**config.mk**
```make
export PLATFORM = sky130hd
export DESIGN_NAME = video_timing
export DESIGN_NICKNAME = d
export VERILOG_FILES = /design/src/rtl/video_timing.sv
export SDC_FILE = /design/constraint.sdc
export NUM_CORES = 1
export LEC_CHECK = 0
export BUFFER_PORTS_ARGS = -buffer_cell sky130_fd_sc_hd__clkbuf_2
export CAP_MARGIN = 20
export CELL_PAD_IN_SITES_DETAIL_PLACEMENT = 0
export CELL_PAD_IN_SITES_GLOBAL_PLACEMENT = 1
export CORE_MARGIN = 3
export CORE_UTILIZATION = 40
export CTS_CLUSTER_DIAMETER = 120
export CTS_CLUSTER_SIZE = 8
export DETAILED_ROUTE_END_ITERATION = 12
export PLACE_DENSITY = 0.76
export SYNTH_ARGS = -nofsm -noshare
export SYNTH_HDL_FRONTEND = slang
export SYNTH_SLANG_ARGS = --single-unit
```
**constraint.sdc**
```tcl
create_clock -name gpu_clk -period 4.1 [get_ports gpu_clk]
set_input_delay 0.205 -clock gpu_clk [delete_from_list [all_inputs] [get_ports gpu_clk]]
set_output_delay 0.205 -clock gpu_clk [all_outputs]
set_load 0.01 [all_outputs]
```
**src/rtl/video_timing.sv**
```systemverilog
// rtl/video_timing.sv - free-running raster timing: x/y counters, syncs, visible window, vblank irq, frame count
module video_timing #(
  parameter int H_VISIBLE   = 320,
  parameter int H_FRONT     = 8,
  parameter int H_SYNC      = 48,
  parameter int H_BACK      = 24,
  parameter int V_VISIBLE   = 480,
  parameter int V_FRONT     = 10,
  parameter int V_SYNC      = 2,
  parameter int V_BACK      = 33,
  parameter int LINE_REPEAT = 2,
  parameter int GAME_W      = 256,
  parameter int GAME_H      = 240
) (
  input  logic       gpu_clk,
  input  logic       rst,
  input  logic       irq_ack,
  output logic [8:0] current_x,
  output logic [8:0] current_y,
  output logic       hsync,
  output logic       vsync,
  output logic       visible,
  output logic       vblank_irq,
  output logic [7:0] frame_count
);

  localparam int H_TOTAL = H_VISIBLE + H_FRONT + H_SYNC + H_BACK;
  localparam int V_TOTAL = V_VISIBLE + V_FRONT + V_SYNC + V_BACK;
  localparam int REP_W   = $clog2(LINE_REPEAT);

  localparam logic [8:0]       H_LAST   = 9'(H_TOTAL - 1);
  localparam logic [8:0]       HS_START = 9'(H_VISIBLE + H_FRONT);
  localparam logic [8:0]       HS_END   = 9'(H_VISIBLE + H_FRONT + H_SYNC);
  localparam logic [9:0]       V_LAST   = 10'(V_TOTAL - 1);
  localparam logic [9:0]       VS_START = 10'(V_VISIBLE + V_FRONT);
  localparam logic [9:0]       VS_END   = 10'(V_VISIBLE + V_FRONT + V_SYNC);
  localparam logic [8:0]       GW       = 9'(GAME_W);
  localparam logic [8:0]       GH       = 9'(GAME_H);
  localparam logic [REP_W-1:0] REP_LAST = REP_W'(LINE_REPEAT - 1);
  localparam logic [REP_W-1:0] REP_ONE  = REP_W'(1);

  logic [9:0]       vga_line;
  logic [REP_W-1:0] rep_cnt;

  logic [8:0]       h_nxt;
  logic [8:0]       y_nxt;
  logic [9:0]       line_nxt;
  logic [REP_W-1:0] rep_nxt;
  logic             line_adv;
  logic             frame_wrap;
  logic             irq_set;

  // Outputs are decoded from the next counter values so every output lands on the same edge.
  always_comb begin
    line_adv   = (current_x == H_LAST);
    frame_wrap = line_adv && (vga_line == V_LAST);
    h_nxt      = line_adv ? 9'd0 : current_x + 9'd1;
    line_nxt   = vga_line;
    rep_nxt    = rep_cnt;
    y_nxt      = current_y;
    if (frame_wrap) begin
      line_nxt = '0;
      rep_nxt  = '0;
      y_nxt    = '0;
    end else if (line_adv) begin
      line_nxt = vga_line + 10'd1;
      if (rep_cnt == REP_LAST) begin
        rep_nxt = '0;
        y_nxt   = current_y + 9'd1;
      end else begin
        rep_nxt = rep_cnt + REP_ONE;
      end
    end
    irq_set = (h_nxt == 9'd0) && (y_nxt == GH) && (rep_nxt == '0);
  end

  always_ff @(posedge gpu_clk) begin
    if (rst) begin
      current_x   <= '0;
      current_y   <= '0;
      vga_line    <= '0;
      rep_cnt     <= '0;
      hsync       <= 1'b1;
      vsync       <= 1'b1;
      visible     <= 1'b1;
      vblank_irq  <= 1'b0;
      frame_count <= '0;
    end else begin
      current_x <= h_nxt;
      current_y <= y_nxt;
      vga_line  <= line_nxt;
      rep_cnt   <= rep_nxt;
      hsync     <= !((h_nxt >= HS_START) && (h_nxt < HS_END));
      vsync     <= !((line_nxt >= VS_START) && (line_nxt < VS_END));
      visible   <= (h_nxt < GW) && (y_nxt < GH);
      // A new vblank request outranks an acknowledge arriving on the same edge.
      if (irq_set) begin
        vblank_irq <= 1'b1;
      end else if (irq_ack) begin
        vblank_irq <= 1'b0;
      end
      if (frame_wrap) begin
        frame_count <= frame_count + 8'd1;
      end
    end
  end

endmodule
```
Yosys cells after proc, flatten, opt, wreduce, memory -nomap -nowiden
Cells that the tools add are included.
{"block": "totals", "output_inout_bits": 30, "regBits": 41, "elab_cells": 45, "inputBits": 3}
{"block": "op_classes", "eq_ne": 3, "n_reduce_logical": 10, "mux": 11, "bitwise_logic": 1, "addsub": 5, "n_lt_le_gt_ge": 6}
{"cell": "9-bit 2-to-1 mux", "n": 4}
{"cell": "10-bit 2-to-1 mux", "n": 2}
{"cell": "9-bit by 1-bit adder with 9-bit output, second input constant", "n": 2}
{"cell": "9-bit less-than comparator, second input constant", "n": 2}
{"cell": "10-bit by 1-bit adder with 10-bit output, second input constant", "n": 1}
{"cell": "10-bit == test, second input constant", "n": 1}
{"cell": "10-bit by 9-bit greater-or-equal comparator with 1-bit output, second input constant", "n": 1}
{"cell": "10-bit by 9-bit less-than comparator with 1-bit output, second input constant", "n": 1}
{"cell": "9-bit by 8-bit == test with 1-bit output, second input constant", "n": 1}
{"cell": "9-bit == test, second input constant", "n": 1}
{"cell": "9-bit greater-or-equal comparator, second input constant", "n": 1}
{"cell": "9-bit logical NOT", "n": 1}
{"cell": "9-bit by 8-bit less-than comparator with 1-bit output, second input constant", "n": 1}
{"cell": "8-bit by 1-bit adder with 8-bit output, second input constant", "n": 1}
{"cell": "1-bit logical AND", "n": 6}
{"cell": "1-bit 2-to-1 mux", "n": 5}
{"cell": "1-bit logical NOT", "n": 2}
{"cell": "2-bit nonzero test", "n": 1}
{"cell": "1-bit adder, second input constant", "n": 1}
{"cell": "1-bit NOT", "n": 1}

Longest topological paths before layout
Gate-level depths: netlist (run 1).
{"block": "depth", "depth_word": 8, "ltp_mapped": 10}

Least setup slack after synthesis (run 1)
Ideal clock, no wire load.
{"block": "synth_path", "path_type": "reg2reg", "from": "register current_x[0]", "to": "register vblank_irq", "path_stages_with_launch": 9, "slack_ps": 1692, "arrival_ps": 2321, "required_time_ps": 4013, "setup_ps": 87, "path_cell_list": "dfxtp_1 -> ha_1 -> and3_1 -> clkbuf_1 -> and3_1 -> nand2_1 -> or4_1 -> a2111o_1 -> o31ai_1"}
{"block": "synth_via", "elab_chain_cells": 7, "elab_cells_between_ends": 15}
{"item": "start, declared", "line_no": "18", "source": "output logic [8:0] current_x,"}
{"item": "start signal, assigned", "line_no": "89", "source": "current_x <= h_nxt;"}
{"item": "branches (longest 5 deep; another with 9-bit by 1-bit adder with 9-bit output)"}
{"item": "1-bit logical AND (*)", "line_no": "74", "source": "irq_set = (h_nxt == 9'd0) && (y_nxt == GH) && (rep_nxt == '0);"}
{"item": "1-bit 2-to-1 mux / 2-bit nonzero test (equally long branches)"}
{"item": "end signal, assigned", "line_no": "86", "source": "vblank_irq <= 1'b0;"}
{"item": "end signal, assigned", "line_no": "98", "source": "vblank_irq <= 1'b1;"}
{"item": "end signal, assigned", "line_no": "100", "source": "vblank_irq <= 1'b0;"}
{"item": "end, declared", "line_no": "23", "source": "output logic vblank_irq,"}
Mark *: on every way between the ends.
A chain may end at the register's enable or synchronous reset.

Worst setup path after layout (run 1)
{"block": "layout_path", "from": "register current_x[0]", "to": "register vsync"}
{"block": "layout_via", "elab_chain_cells": 6, "elab_cells_between_ends": 8}
{"item": "9-bit == test (*)", "line_no": "55", "source": "line_adv = (current_x == H_LAST);"}
{"item": "10-bit 2-to-1 mux / 1-bit logical AND (equally long branches)", "line_no": "65, 56"}
{"item": "10-bit 2-to-1 mux (*)", "line_no": "61", "source": "if (frame_wrap) begin"}
{"item": "10-bit by 9-bit greater-or-equal comparator with 1-bit output / 10-bit by 9-bit less-than comparator with 1-bit output (equally long branches)", "line_no": "94", "source": "vsync <= !((line_nxt >= VS_START) && (line_nxt < VS_END));"}
{"item": "1-bit logical AND (*)", "line_no": "94"}
{"item": "1-bit logical NOT (*)", "line_no": "94"}
{"item": "end signal, assigned", "line_no": "94"}
{"item": "end, declared", "line_no": "21", "source": "output logic vsync,"}
Mark *: on every way between the ends. The rest lies on a longest branch, timed or not.

==> impl_metrics.toml, run 1 <==
[power_and_ir_drop]
peakVddDrop_uv = 126
p_leak_nw = 0.881
power_density_nw_per_um2 = 289
totalPowerFinal_mw = 0.681

[min_path]
holdPathEnd = "vblank_irq"
holdCritStartpoint = "irq_ack"
hold_depth = 4
hold_class = "in -> reg"

[worst_setup_path]
r2r_slack_ns = 1.65
worstPathRequired_ns = 4.34
rr_endpoint = "vsync"
endpoint_kind = "flip-flop"
reg2reg_depth = 8
cp.arrival_ns = 2.69
worstSetupStartpointType = "flip-flop"
crit_type = "reg -> reg"
r2r-start = "current_x[0]"
cp_max_fo = 19

[clocking]
clock_sinks = 41
insertion_delay_ns = 0.30
postCtsHoldBufs = 0
numCtsBuffers = 5
cts_root_buffer = "clkbuf_8"
post-cts-setup-buffer-count = 0
path_clk_slew_ns = 0.08
cts_buffer_depth = 2
cts_resized = 0
htree_levels = 2
cts_tree = "built"

[sta]
slew_headroom = 0.575
tns_ns = 0
worstMarginPinSlew_ns = 0.635
skew_ns = 0.00907
fin_crit_sh = 0.597
fin_crit_ns = 2.45
setup_violations = 0
hold_slack_ns = 0.173
clock.fmax_ghz = 0.408
grt_setup_unrepaired = "false"
hold_viol = 0
slew_violations = 0

[detailed_routing]
drcViolationCount = 0
wl_per_cell_um = 13.9
drt-total-wl_um = 4770
drt_iter0_markers = 99
vias_per_cell = 5.25
route.vias.total = 1802
drt_pass1_iterations = 4
drt.antenna.violating_nets = 0

[synthesis]
synth_ff_type = "dfxtp_1"
synth_area_per_cell_sq_um = 8.37
seq_area_frac_synth = 0.392
synth_nets = 259
synth_async_sr_flop_share = 0
syn_area_sq_um = 2090
synth_edf_count = 0
yosysWarnings = 0
ys_types = 42
syn_inst = 250
synth-seq-cells = 41

[global_routing]
grt_pass1_wl_um = 8170
grt_pass1_vias = 1662
antenna_found_initial = 0
grt_overflow_total = 0
grt_max_degree = 25
grt_usage = 0.167

[layout]
drive_gt1_frac = 0.159
layout_commonest_cell = "dfxtp_1"
area_growth_pct = 12.7
layout_common_cells = "dfxtp_1, nor2_1, clkbuf_2, nand2_1, xor2_1"
final_cells = 343
finish.utilization = 0.483
diodes = 0
nets = 284

[placement]
io_buffer_count = 32
dp.cells = 335
dp_hpwl_um = 3350
gp_congestion = 0.747

[floorplanning]
design.die.area_sq_um = 6140
rows = 25
die_w_um = 78.3
fp.coreArea_sq_um = 4880
ios = 33
initial_core_util = 0.429
die_h_um = 78.3

[flow_run]
drv_cap = 0

[run_status]
status = "complete, no violations"
[cell usage after synthesis, drive strengths merged, types with 3 or more instances]
library cell | count | area [sq um]
dfxtp | 41 | 821
and3 | 5 | 31.3
xor2 | 16 | 140
nand2 | 22 | 82.6
clkbuf | 11 | 41.3
nor2b | 4 | 25.0
nand4 | 11 | 68.8
and4 | 4 | 35.0
nand3 | 15 | 80.1
buf | 4 | 27.5
nor4 | 3 | 25.0
inv | 5 | 18.8
nor2 | 39 | 146
xnor2 | 11 | 96.3
ha | 6 | 75.1
o31ai | 4 | 30.0
o21ai | 9 | 45.0
nor3 | 6 | 30.0
a21oi | 8 | 40.0
[stage by stage]
| stage | instance area (sq um) | worst slack, ns |
|---|---|---|
| final | 2360 | 1.65 |
| after global routing | 2360 | 1.42 |
| after CTS | 2360 | 1.65 |
| after detailed placement | 2280 | 1.68 |
| after global placement | 2280 | 1.73 |
| after floorplan | 2090 | 1.69 |
[logic make-up after synthesis]
group,Yosys count,share of synthesized area
compound gates,36,0.117
xor+xnor,27,0.113
fa+ha+maj,6,0.0359
buf+inv,20,0.0418
flops,41,0.392
mux,2,0.0102
simple gates,118,0.290
[worst max-delay path, stage by stage, from the launching register on]
cell and delay (ns):
dfxtp_1 0.43, ha_1 0.22, and3_1 0.35, and3_1 0.23, buf_4 0.25, a21o_1 0.51
nor2_1 0.14, o2111a_1 0.17, nand3_1 0.08
[worst max-delay path by stage]
| stage | start | to | slack (ns) |
|---|---|---|---|
| floorplan | current_x[0] | vblank_irq | 1.69 |
| global placement | current_x[0] | vblank_irq | 1.73 |
| detailed placement | current_x[0] | vsync | 1.68 |
| CTS | current_x[0] | vsync | 1.65 |
| global route | current_x[0] | vsync | 1.42 |
| finish | current_x[0] | vsync | 1.65 |
[power breakdown]
part	leakage, nW	internal, mW	switching (mW)
Combinational	0.505	0.00586	0.0109
Clock	0.0450	0.118	0.142
Sequential	0.331	0.400	0.00348
Total	0.881	0.524	0.157
[layer usage]
metal / share of wire / vias to the layer above / global-route usage / wire (um)
met5: 0 / - / 0 / 0
met4: 0.014 / 0 / 0.0647 / 67
met3: 0.038 / 9 / 0.0344 / 182
met2: 0.44 / 36 / 0.257 / 2090
met1: 0.51 / 827 / 0.228 / 2440
li1: - / 930 / - / -
[registers in the layout, summed over array words and instances, names as in the netlist]
name,flops
hsync,1
vsync,1
vblank_irq,1
current_x,9
rep_cnt,1
current_y,9
vga_line,10
frame_count,8
visible,1
[final cells by class]
cell class | count | area [sq um]
Inverter | 5 | 18.8
Tap cell | 67 | 83.8
Sequential cell | 41 | 821
Clock buffer | 6 | 72.6
Clock inverter | 2 | 10.0
Fill cell | 507 | 2520
Multi-Input combinational cell | 189 | 1180
Timing Repair Buffer | 33 | 168
No activity file was read; power rests on OpenSTA's default activity.
==> inputs of run 2 (changes only) <==
--- a/config.mk
+++ b/config.mk
@@ -10,7 +10,7 @@
 export CELL_PAD_IN_SITES_DETAIL_PLACEMENT = 0
 export CELL_PAD_IN_SITES_GLOBAL_PLACEMENT = 1
 export CORE_MARGIN = 3
-export CORE_UTILIZATION = 40
+export CORE_UTILIZATION = 38
 export CTS_CLUSTER_DIAMETER = 120
 export CTS_CLUSTER_SIZE = 8
 export DETAILED_ROUTE_END_ITERATION = 12
==> constraint.sdc (replaced) <==
create_clock -name gpu_clk -period 2.2 [get_ports gpu_clk]
set_input_delay 0.11 -clock gpu_clk [delete_from_list [all_inputs] [get_ports gpu_clk]]
set_output_delay 0.11 -clock gpu_clk [all_outputs]
set_load 0.01 [all_outputs]
==> run 2 against run 1 <==
  * Core utilization increased by 2.1 points
  * Power increased by 110%
  * Wire length increased by 6.4%
  * Final cell count increased by 7.9%
  * Die area increased by 4.9%
  * Clock power increased by 140%
  * Hold slack got worse by 0.067 ns
  * Non-clock buffer count increased by 24
  * Sequential power increased by 86%
  * Sequential share of layout area decreased by 3.4 points
  * First-iteration DRC count increased by 17%
  * Largest cell class unchanged
  * Highest routed layer unchanged
==> impl_metrics.toml, run 2 (same netlist as run 1, synthesis figures left out) <==
[detailed_routing]
drt.antenna.violating_nets = 0
drcViolationCount = 0
drt_pass1_iterations = 4
drt-total-wl_um = 5080
route.vias.total = 1906
wl_met1_um = 2380
drt_iter0_markers = 116
vias_per_cell = 5.15
route.top_layer_used = "met4"
wl_per_cell_um = 13.7
wl_met3_um = 269
met2RoutedLength_um = 2370

[layout]
layout_common_cells = "nor2_1, dfxtp_1, clkbuf_2, buf_4, nand2_1"
multiInputGateArea_sq_um = 1230
diodes = 0
final_cells = 370
largest-register = "vga_line"
drive_gt1_frac = 0.247
reg_top3 = "vga_line (10), current_x (9), current_y (9)"
area_growth_pct = 25.5
ff_latch_area_sq_um = 826
fill_cells = 517
nets = 308
largest_register_ffs = 10

[power_and_ir_drop]
peakVddDrop_uv = 325
switching_share = 0.204
totalPowerFinal_mw = 1.42
p_sw_mw = 0.290
p_comb_frac = 0.030
power_density_nw_per_um2 = 542
intPower_mw = 1.13
p_leak_nw = 1.03
clkPwrFrac = 0.442
sequentialPowerShare = 0.528

[worst_setup_path]
reg2reg_depth = 6
rr_endpoint = "visible"
r2r-start = "current_x[6]"
cp_max_fo = 3
endpoint_kind = "flip-flop"
worstSetupStartpointType = "flip-flop"
worstPathRequired_ns = 2.39
crit_type = "reg -> reg"
r2r_slack_ns = 0.14
cp.arrival_ns = 2.25
setup.worst_path.start = "current_x[6]"

[global_routing]
grt_max_degree = 20
grt_usage = 0.173
grt_overflow_total = 0
grt_pass1_vias = 1849
grt_pass1_wl_um = 8780
antenna_found_initial = 0

[sta]
slew_headroom = 0.735
slew_violations = 0
clock.fmax_ghz = 0.486
skew_ns = 0.00629
fin_crit_sh = 0.936
grt_setup_unrepaired = "true"
fin_crit_ns = 2.06
hold_viol = 0
worstMarginPinSlew_ns = 0.397
setup_violations = 0

[min_path]
holdCritStartpoint = "irq_ack"
holdPathEnd = "vblank_irq"
hold_class = "in -> reg"
hold_depth = 4

[floorplanning]
fp.coreArea_sq_um = 5200
die_h_um = 80.2
rows = 26
initial_core_util = 0.402
ios = 33
die_w_um = 80.2
design.die.area_sq_um = 6440

[clocking]
path_clk_slew_ns = 0.08
insertion_delay_ns = 0.29
clock_sinks = 41
cts_tree = "built"
numCtsBuffers = 5
cts_buffer_depth = 2
cts_root_buffer = "clkbuf_8"
htree_levels = 2

[placement]
dp_hpwl_um = 3710
dp.cells = 360
io_buffer_count = 32
gp_congestion = 0.843

[flow_run]
drv_cap = 0

[run_status]
status = "complete, no violations"
## run 2: power by group through the flow
stage,Combinational (mW),Clock [mW],Sequential [mW]
after global placement,0.0428,0,0.768
after floorplan,0.0184,0,0.772
after global routing,0.0479,0.676,0.753
final,0.0431,0.629,0.752
after CTS,0.0430,0.645,0.751
after detailed placement,0.0426,0,0.768
## run 2: routing by layer
layer | GRT usage | vias to the layer above
li1 | - | 973
met1 | 0.229 | 876
met2 | 0.286 | 50
met3 | 0.0336 | 7
met4 | 0.0456 | 0
met5 | 0 | -
## run 2: stage by stage
step	setup slack, ns	TNS, ns	utilization	cell area [sq um]	hold slack, ns
after floorplan	0.00340	0	-	2100	0.174
after global placement	0.105	0	0.470	2450	0.404
after detailed placement	-0.000975	-0.000975	0.470	2450	0.401
after CTS	0.0147	0	0.494	2570	0.0851
after global routing	-0.00457	-0.00457	0.505	2630	0.120
final	0.140	0	0.505	2630	0.106
## run 2: worst max path at each step
stage                 end  slack [ns]  cells past startpoint
2_1_floorplan  vblank_irq       0.003                      7
3_5_place_dp   vblank_irq      -0.001                      8
5_1_grt        vblank_irq      -0.005                      6
6_report          visible        0.14                      6
4_1_cts        vblank_irq        0.01                      8
3_3_place_gp   vblank_irq        0.11                      7
## run 2: cell type report
cell class,count,share of cell area
sequential,41,0.314
clock buffer,7,0.0329
timing repair buffer,57,0.132
inverter,5,0.00714
tap,70,0.0333
multi-input combinational,189,0.469
clock inverter,1,0.0114
## run 2: timing repair
action,in CTS,in global routing
gates resized for setup,1,7
buffers inserted,0,2
pin swaps,0,3
setup endpoints to repair,2,3
hold buffers,0,0
gates cloned,0,0
## run 2: critical path: stages (launching register included)
cell	delay (ns)
dfxtp_1	0.33
nor4b_4	0.32
and3_1	0.22
nand2_1	0.09
or4_1	0.40
a2111o_1	0.41
a21o_1	0.20
==> inputs of run 3 (changes only) <==
--- a/config.mk
+++ b/config.mk
@@ -5,16 +5,18 @@
 export SDC_FILE = /design/constraint.sdc
 export NUM_CORES = 1
 export LEC_CHECK = 0
+export ABC_AREA = 1
 export BUFFER_PORTS_ARGS = -buffer_cell sky130_fd_sc_hd__clkbuf_2
 export CAP_MARGIN = 20
 export CELL_PAD_IN_SITES_DETAIL_PLACEMENT = 0
 export CELL_PAD_IN_SITES_GLOBAL_PLACEMENT = 1
 export CORE_MARGIN = 3
-export CORE_UTILIZATION = 38
+export CORE_UTILIZATION = 36
 export CTS_CLUSTER_DIAMETER = 120
 export CTS_CLUSTER_SIZE = 8
 export DETAILED_ROUTE_END_ITERATION = 12
-export PLACE_DENSITY = 0.76
+export HOLD_SLACK_MARGIN = 0.15
+export PLACE_DENSITY = 0.75
 export SYNTH_ARGS = -nofsm -noshare
 export SYNTH_HDL_FRONTEND = slang
 export SYNTH_SLANG_ARGS = --single-unit
==> run 3 against run 2 <==
  * Flip-flop and latch count unchanged
  * Wire length increased by 3.7%
  * Cell area decreased by 2.2%
  * Critical path depth increased by 4
==> impl_metrics.toml, run 3 <==
[detailed_routing]
drt_pass1_iterations = 4
route.vias.total = 2072
drcViolationCount = 0
wl_per_cell_um = 12.1
drt_iter0_markers = 81
drt-total-wl_um = 5270
vias_per_cell = 4.75
drt.antenna.violating_nets = 0

[sta]
slew_headroom = 0.762
fin_crit_ns = 1.93
clock.fmax_ghz = 0.519
tns_ns = 0
hold_viol = 0
slew_violations = 0
skew_ns = 0.0114
grt_setup_unrepaired = "false"
worstMarginPinSlew_ns = 0.353
setup_violations = 0
fin_crit_sh = 0.876

[worst_setup_path]
worstPathRequired_ns = 2.39
cp_max_fo = 14
cp.arrival_ns = 2.12
worstSetupStartpointType = "flip-flop"
endpoint_kind = "flip-flop"
crit_type = "reg -> reg"

[clocking]
clock_sinks = 41
cts_root_buffer = "clkbuf_8"
insertion_delay_ns = 0.30
cts_buffer_depth = 2
post-cts-setup-buffer-count = 0
numCtsBuffers = 5
htree_levels = 2
cts_tree = "built"
path_clk_slew_ns = 0.08

[min_path]
hold_class = "reg -> reg"

[synthesis]
syn_inst = 319
syn_area_sq_um = 2180
synth_most_common_cell = "nand2_1"
ys_types = 30
yosysWarnings = 0
seq_area_frac_synth = 0.376
synth_top_area_share = 0.376
yosysTopAreaCell = "dfxtp_1"
synth_area_per_cell_sq_um = 6.84
synth-seq-cells = 41
synth_nets = 328
synth_async_sr_flop_share = 0
synth_ff_type = "dfxtp_1"
synth_edf_count = 0
synthTopCellsByArea = "dfxtp_1, nand2_1, nor2_1"
ys_top_cells_by_count = "nand2_1, nor2_1, inv_1, dfxtp_1, nand3_1"

[power_and_ir_drop]
peakVddDrop_uv = 232
p_comb_frac = 0.038
p_leak_nw = 1.20
clkPwrFrac = 0.382
sequentialPowerShare = 0.580
p_sw_mw = 0.308
switching_share = 0.238
power_density_nw_per_um2 = 503
intPower_mw = 0.985

[layout]
drive_gt1_frac = 0.173
layout_common_cells = "nand2_1, nor2_1, inv_1, dfxtp_1, clkbuf_2"
multiInputGateArea_sq_um = 1170
ff_latch_area_sq_um = 821
diodes = 0
design_area_sq_um = 2570
nets = 372
layout_commonest_cell = "nand2_1"
area_growth_pct = 17.8
largest_register_ffs = 10
reg_top3 = "vga_line (10), current_x (9), current_y (9)"
fill_cells = 639
largest-register = "vga_line"
finish.utilization = 0.453

[floorplanning]
rows = 27
design.die.area_sq_um = 7030
die_w_um = 83.8
ios = 33
fp.coreArea_sq_um = 5680
die_h_um = 83.8
initial_core_util = 0.384

[global_routing]
grt_max_degree = 27
antenna_found_initial = 0
grt_usage = 0.155
grt_overflow_total = 0
grt_pass1_wl_um = 8910
grt_pass1_vias = 1908

[placement]
gp_congestion = 0.792
dp_hpwl_um = 4010
dpl_cell_area_sq_um = 2460
io_buffer_count = 32

[flow_run]
drv_cap = 0

[run_status]
status = "complete, no violations"
-- run 3: cell types whose count changed after synthesis, moves of 5 or more --
cell      delta
clkbuf_1     -9
inv_1       +38
nand2_1     +50
nand3_1     +17
nor2_1      +16
nor2_2       +5
xnor2_1      -8
xor2_1       -9
-- run 3: routing by layer --
| layer | share of wire | GRT usage | up-vias |
|---|---|---|---|
| li1 | - | - | 1111 |
| met1 | 0.49 | 0.197 | 931 |
| met2 | 0.47 | 0.261 | 24 |
| met3 | 0.031 | 0.0355 | 6 |
| met4 | 0.012 | 0.0482 | 0 |
| met5 | 0 | 0 | - |
-- run 3: logic make-up after synthesis --
logic type	share of synthesized area
and+or+nand+nor	0.407
buffers and inverters	0.0895
DFF	0.376
AOI/OAI and AO/OA	0.0528
xor gates and xnor gates	0.0402
adders and majority gates	0.0344
-- run 3: per-stage QoR --
| step | setup WS (ns) | power (mW) | hold WS, ns | std cells |
|---|---|---|---|---|
| after detailed placement | 0.181 | 0.815 | 0.420 | 426 |
| final | 0.273 | 1.29 | 0.471 | 436 |
| after CTS | 0.149 | 1.32 | 0.472 | 436 |
| after global routing | 0.0439 | 1.36 | 0.520 | 436 |
| after global placement | 0.155 | 0.815 | 0.407 | 426 |
| after floorplan | 0.310 | 0.793 | 0.306 | 319 |
-- run 3: power groups by stage --
stage / logic, mW / clock network, mW / registers, mW
after floorplan: 0.0214 / 0 / 0.772
after global placement: 0.0478 / 0 / 0.767
after detailed placement: 0.0473 / 0 / 0.767
after CTS: 0.0503 / 0.517 / 0.750
after global routing: 0.0552 / 0.550 / 0.751
final: 0.0488 / 0.494 / 0.750
-- run 3: cell type report --
type,count,area share
multi-input cells,230,0.455
clock inverters,3,0.00682
clock buffers,5,0.0268
flip-flops and latches,41,0.320
well taps,72,0.0351
repair buffers,42,0.0935
inverters,43,0.0628
-- run 3: final timing paths --
path	startpoint	endpoint	slack, ns	cells after the start
min	frame_count[7]	frame_count[7]	0.47	2
min reg2reg	frame_count[7]	frame_count[7]	0.47	2
max reg2reg	current_x[0]	vsync	0.27	10
max	current_x[0]	vsync	0.27	10
-- run 3: what timing repair did --
item	4_1_cts	5_1_grt
resized for setup	0	1
endpoints found under the setup margin	0	1
hold buffers	2	0
hold endpoints to repair	2	0
-- run 3: worst max-delay path, stage by stage (launching register included) --
cell	delay (ns)
dfxtp_1	0.33
ha_1	0.22
nand3_2	0.12
nor3_4	0.22
buf_4	0.24
nand4_2	0.12
nor2_2	0.11
xor2_1	0.20
nand3_1	0.10
nor2_1	0.11
nand2_1	0.05
